[config.mk]
export PLATFORM = sky130hd
export DESIGN_NAME = truth_table_sweeper
export DESIGN_NICKNAME = d
export VERILOG_FILES = /design/src/rtl/sweeper_pkg.sv /design/src/rtl/settle_timer.sv /design/src/rtl/truth_table_sweeper.sv
export SDC_FILE = /design/constraint.sdc
export NUM_CORES = 1
export LEC_CHECK = 0
export ABC_AREA = 1
export ABC_CLOCK_PERIOD_IN_PS = 1650
export BUFFER_PORTS_ARGS = -buffer_cell sky130_fd_sc_hd__buf_2
export CORE_MARGIN = 2
export CORE_UTILIZATION = 55
export DETAILED_ROUTE_END_ITERATION = 10
export PLACE_DENSITY_LB_ADDON = 0.3
export SETUP_SLACK_MARGIN = 0.2
export SLEW_MARGIN = 5
export SYNTH_ARGS = -nofsm -noshare
export SYNTH_HDL_FRONTEND = slang
export SYNTH_SLANG_ARGS = --single-unit
[constraint.sdc]
create_clock -name clk -period 1.65 [get_ports clk]
set_clock_uncertainty 0.1 [all_clocks]
set_input_delay 0.33 -clock clk [delete_from_list [all_inputs] [get_ports clk]]
set_output_delay 0.33 -clock clk [all_outputs]
set_load 0.03 [all_outputs]
[src/rtl/sweeper_pkg.sv]
// Shared constants and FSM state encoding for the truth-table sweeper.
package sweeper_pkg;

  localparam int unsigned NUM_MINTERMS = 16;
  localparam int unsigned INDEX_W      = 4;
  localparam int unsigned COUNT_W      = 5;
  localparam int unsigned SETTLE_W     = 4;

  typedef enum logic [1:0] {
    IDLE   = 2'd0,
    DRIVE  = 2'd1,
    SAMPLE = 2'd2,
    FINISH = 2'd3
  } state_e;

endpackage

[src/rtl/settle_timer.sv]
// Counts the cycles a pattern has been held; expired flags the last hold cycle.
module settle_timer
  import sweeper_pkg::*;
#(
  parameter int unsigned SETTLE_CYCLES = 1
) (
  input  logic clk,
  input  logic rst_n,
  input  logic load,
  input  logic tick,
  output logic expired
);

  logic [SETTLE_W-1:0] count;

  always_ff @(posedge clk or negedge rst_n) begin
    if (!rst_n) begin
      count <= '0;
    end else if (load) begin
      count <= '0;
    end else if (tick) begin
      count <= count + SETTLE_W'(1);
    end
  end

  assign expired = (count == SETTLE_W'(SETTLE_CYCLES - 1));

endmodule

[src/rtl/truth_table_sweeper.sv]
// Walks minterms 0..15 on {A,B,C,D}, captures f_in per minterm into table_out.
// Optional SWEEP_COMPARE_EN adds exp_table comparison with mismatch flag/count.
module truth_table_sweeper
  import sweeper_pkg::*;
#(
  parameter int unsigned SETTLE_CYCLES = 1
) (
  input  logic               clk,
  input  logic               rst_n,
  input  logic               start,
  input  logic               f_in,
  output logic               A,
  output logic               B,
  output logic               C,
  output logic               D,
  output logic               busy,
  output logic               done,
  output logic [15:0]        table_out,
  output logic [COUNT_W-1:0] ones_count
`ifdef SWEEP_COMPARE_EN
  ,
  input  logic [15:0]        exp_table,
  output logic               mismatch,
  output logic [COUNT_W-1:0] mismatch_count
`endif
);

  state_e              state, state_nxt;
  logic [INDEX_W-1:0]  index, index_nxt;
  logic                load, tick, expired;
  logic                busy_nxt;
  logic                accept;

  settle_timer #(.SETTLE_CYCLES(SETTLE_CYCLES)) u_settle (
    .clk     (clk),
    .rst_n   (rst_n),
    .load    (load),
    .tick    (tick),
    .expired (expired)
  );

  // Next-state and timer control
  always_comb begin
    state_nxt = state;
    index_nxt = index;
    load      = 1'b0;
    tick      = 1'b0;
    case (state)
      IDLE: begin
        if (start) begin
          state_nxt = DRIVE;
          index_nxt = '0;
          load      = 1'b1;
        end
      end
      DRIVE: begin
        if (expired) state_nxt = SAMPLE;
        else         tick      = 1'b1;
      end
      SAMPLE: begin
        if (index == INDEX_W'(NUM_MINTERMS - 1)) begin
          state_nxt = FINISH;
        end else begin
          state_nxt = DRIVE;
          index_nxt = index + INDEX_W'(1);
          load      = 1'b1;
        end
      end
      FINISH:  state_nxt = IDLE;
      default: state_nxt = IDLE;
    endcase
  end

  assign busy_nxt = (state_nxt == DRIVE) || (state_nxt == SAMPLE);
  assign accept   = (state == IDLE) && start;

  always_ff @(posedge clk or negedge rst_n) begin
    if (!rst_n) begin
      state <= IDLE;
      index <= '0;
    end else begin
      state <= state_nxt;
      index <= index_nxt;
    end
  end

  // Registered pattern, status and capture
  always_ff @(posedge clk or negedge rst_n) begin
    if (!rst_n) begin
      {A, B, C, D} <= '0;
      busy         <= 1'b0;
      done         <= 1'b0;
      table_out    <= '0;
      ones_count   <= '0;
    end else begin
      {A, B, C, D} <= busy_nxt ? index_nxt : INDEX_W'(0);
      busy         <= busy_nxt;
      done         <= (state_nxt == FINISH);
      if (accept) begin
        table_out  <= '0;
        ones_count <= '0;
      end else if (state == SAMPLE) begin
        table_out[index] <= f_in;
        ones_count       <= ones_count + COUNT_W'(f_in);
      end
    end
  end

`ifdef SWEEP_COMPARE_EN
  logic               cmp_hit;
  logic [COUNT_W-1:0] mismatch_count_nxt;

  assign cmp_hit            = (f_in != exp_table[index]);
  assign mismatch_count_nxt = mismatch_count + COUNT_W'(cmp_hit);

  // Flag is evaluated with the final sample's contribution included
  always_ff @(posedge clk or negedge rst_n) begin
    if (!rst_n) begin
      mismatch       <= 1'b0;
      mismatch_count <= '0;
    end else if (accept) begin
      mismatch       <= 1'b0;
      mismatch_count <= '0;
    end else if (state == SAMPLE) begin
      mismatch_count <= mismatch_count_nxt;
      if (state_nxt == FINISH) mismatch <= (mismatch_count_nxt != '0);
    end
  end
`endif

endmodule

==> results.cfg <==
[status]
run_status = finished, final reports clean

[critical_path]
timing.critical_path.from = index[1]$_DFF_PN0_
worst-path-stages = 7
worst_r2r_path_depth = 7
worst_setup_path_endpoint = A$_DFF_PN0_
cpPeakStageDelay_ns = 0.41
timing.critical_path.to_type = flip-flop
required_ns = 1.85
critPathSlowestCell = dfrtp_1
path_class = reg2reg
cpMostUsedCell = ha_4
crit_family = adder cells
rr_startpoint = index[1]$_DFF_PN0_
reg2reg_slack_ns = 0.19
crit-reg2reg-capture = A$_DFF_PN0_
cp-start-kind = flip-flop
critical_path_arrival_ns = 1.66
path_cells = buf_6, ha_4, nand3_4, o21ai_4, ha_4, inv_4, a21oi_2
timing.critical_path.buf_inv = 2
path_max_fanout = 5

[drt]
wl_per_cell_um = 13.2
drcViolationCount = 0
routed-via-count = 1709
detail_route.wirelength_mm = 4.37
dr.pass1.iters = 4
detail_route.iter0.violations = 112
route.antenna.remaining_nets = 0
vias_per_cell = 5.15

[job]
cap_violations = 0

[power]
power.share.combinational_pct = 48.5
areal_power_density_over_the_cells_mw_per_mm2 = 1720
power.share.sequential_pct = 32.9
switching_share_pct = 43.9
power.internal_mw = 2.39
p_leak_nw = 1.29
net-switching-power_mw = 1.87
share_clk_of_total_power_pct = 18.5
total_power_mw = 4.26
power.ir.vdd_worst_v = 0.00101

[yosys]
simple_gate_area_share_of_the_yosys_netlist_pct = 26.8
most_frequent_cell_after_synthesis = nand2_1
synthTopCellsByCount = nand2_1, dfrtp_1, inv_1
synth.cell_area_mm2 = 0.00186
yosys_register_bits = 37
synthesized_area_fraction_occupied_by_ao_oa_aoi_and_oai_cells_pct = 9.55
yosys.area.top_type_share_pct = 49.8
cell_type_with_the_largest_total_area_after_synthesis = dfrtp_1
yosys.area_share.xor_xnor_pct = 0.471
postSynthNetCount = 243
yosysWarnings = 0
post_synth_fa_ha_maj_area_fraction_pct = 6.05
synth.area.mux_share_pct = 0
synth_edf_count = 0
main_combinational_cell_family_by_area_after_synthesis = simple AND/OR/NAND/NOR gates
avgSynthCellArea_um2 = 8.09
syn-instance-count = 230
netlist_top_cells_area = dfrtp_1, nand2_1, nand3_1
yosys.cell_types.count = 21
synth_seq_area_share_pct = 49.8
ys.flop_type = dfrtp_1
asr_flop_ratio_synth_pct = 100

[clock_tree]
cts.root.buffer_cell = clkbuf_4
cts-root-to-sink-buffers = 2
clkTransAtPathRegs_ns = 0.12
clkLatencyLatePin_ns = 0.36
cts.htree.levels = 2
cts_inserted_buffers = 5
numClockSinks = 37
cts_tree = yes

[timing]
max_freq_mhz = 686
worstMarginPinSlew_ns = 0.385
rsz_0062_raised_after_global_routing = yes
final_period_minus_worst_setup_slack_ns = 1.46
timing_max_transition_violations_final = 0
relSlewSlack_pct = 74.3
finalSetupViolations = 0
post-route-period-util_pct = 88.4
timing.final.ws_setup_ns = 0.192
timing.setup.tns_ns = 0
hold_viol_final = 0

[hold_path]
min-delay-path-class = in2reg

[layout]
nNetsFinal = 298
n_fill_cell = 236
area_taken_by_flip_flops_and_latches_um2 = 930
area_growth_pct = 33.4
multi_input_combinational_cell_area_um2 = 927
final_layout_size_suffix_gt1_share_pct = 35.0
n_antenna_cell = 0

[floorplanning]
die_h_um = 62.2
dieArea_mm2 = 0.00386
floorplan.die.width_um = 62.2
design.core.area_mm2 = 0.00328
ios = 31
initial_utilization_pct = 56.6
floorplan.rows = 21

[placement]
preCtsSetupSlack_ns = 0.0589
port_buffers = 30
globalplace.congestion = 0.816
detailed_place_hpwl_mm = 2.69

[grt]
grtUsageTotal_pct = 23.0
grt.overflow.total = 0
grt_pass1_vias = 1629
grt_first_pass_wirelength_mm = 7.15
grt_antenna_before_repair = 0
grt_start_max_net_pins = 26
[per-stage QoR]
step                hold WS [ns]  utilization [%]  cell area [um2]  std cells
floorplan                -0.0656                -             1870        230
global placement           0.173             64.3             2110        308
detailed placement         0.170             64.3             2110        308
CTS                        0.166             71.2             2340        325
global route               0.181             75.6             2480        332
finish                     0.178             75.6             2480        332
[timing repair]
action                                  4_1_cts  5_1_grt
setup buffers                                 8        7
endpoints found under the setup margin       21       22
pin swaps                                     5        4
endpoints found under the hold margin        15        0
resized for setup                            15       30
hold buffers                                  1        0
[how the worst min path moves through the flow]
| stage | start | end | slack, ns | depth (start not counted) |
|---|---|---|---|---|
| 2_1_floorplan | rst_n | A$_DFF_PN0_ | -0.07 | 0 |
| 3_3_place_gp | rst_n | ones_count[3]$_DFFE_PN0P_ | 0.17 | 1 |
| 3_5_place_dp | rst_n | ones_count[3]$_DFFE_PN0P_ | 0.17 | 1 |
| 4_1_cts | f_in | table_out[7]$_DFFE_PN0P_ | 0.17 | 3 |
| 5_1_grt | f_in | table_out[7]$_DFFE_PN0P_ | 0.18 | 3 |
| 6_report | f_in | table_out[7]$_DFFE_PN0P_ | 0.18 | 3 |
[state kept, by name, summed over array words and instances (netlist names)]
name / count
D: 1
done: 1
busy: 1
u_settle.count: 4
index: 4
A: 1
B: 1
state: 2
ones_count: 5
C: 1
table_out: 16
[power groups by stage]
stage	Combinational [mW]	Clock (mW)	Sequential [mW]
3_5_place_dp	1.63	0	1.41
2_1_floorplan	0.679	0	1.89
4_1_cts	1.78	0.792	1.40
5_1_grt	2.25	0.846	1.44
3_3_place_gp	1.61	0	1.41
6_report	2.07	0.790	1.40
[area by class of cell]
| class | instances | area share [%] |
|---|---|---|
| sequential | 37 | 37.4 |
| timing repair buffer | 52 | 13.9 |
| clock buffer | 5 | 1.51 |
| multi-input combinational | 158 | 37.3 |
| inverter | 31 | 4.89 |
| tap | 46 | 2.32 |
| clock inverter | 3 | 2.62 |
[layout by cell type (no fill, tap or decap), drive strengths merged]
cell	count
a21oi	6
ha	9
nand3	26
xor2	1
buf	51
clkbuf	5
dfrtp	37
nor3	2
nand4	2
o21ai	23
a22o	2
inv	30
nand2	61
bufinv	2
nor2	24
clkinv	2
dlygate4sd3	1
o211ai	2
[worst register-to-register path: cells and delay by family, from the launching register on]
kind	cells	cell delay [ns]
flops	1	0.41
compound gates	2	0.17
fa+ha+maj	2	0.45
buf+inv	2	0.18
simple gates	1	0.10
[cells by family (layout without fill, tap and decap cells)]
logic type                 Yosys count  in the layout
and+or+nand+nor                    115            115
AOI/OAI and AO/OA                   33             33
xor gates and xnor gates             1              1
DFF                                 37             37
adders and majority gates            9              9
buffers and inverters               35             91
[per-layer routing]
metal	global-route usage (%)	wire length [um]	share of wire (%)	up-vias
met5	0	0	0	-
met4	8.06	127	2.9	0
met3	6.52	240	5.5	12
met2	38.9	2190	50	50
met1	28.2	1810	41	800
li1	-	-	-	847
Note: power is estimated with default switching activity, not from simulation.
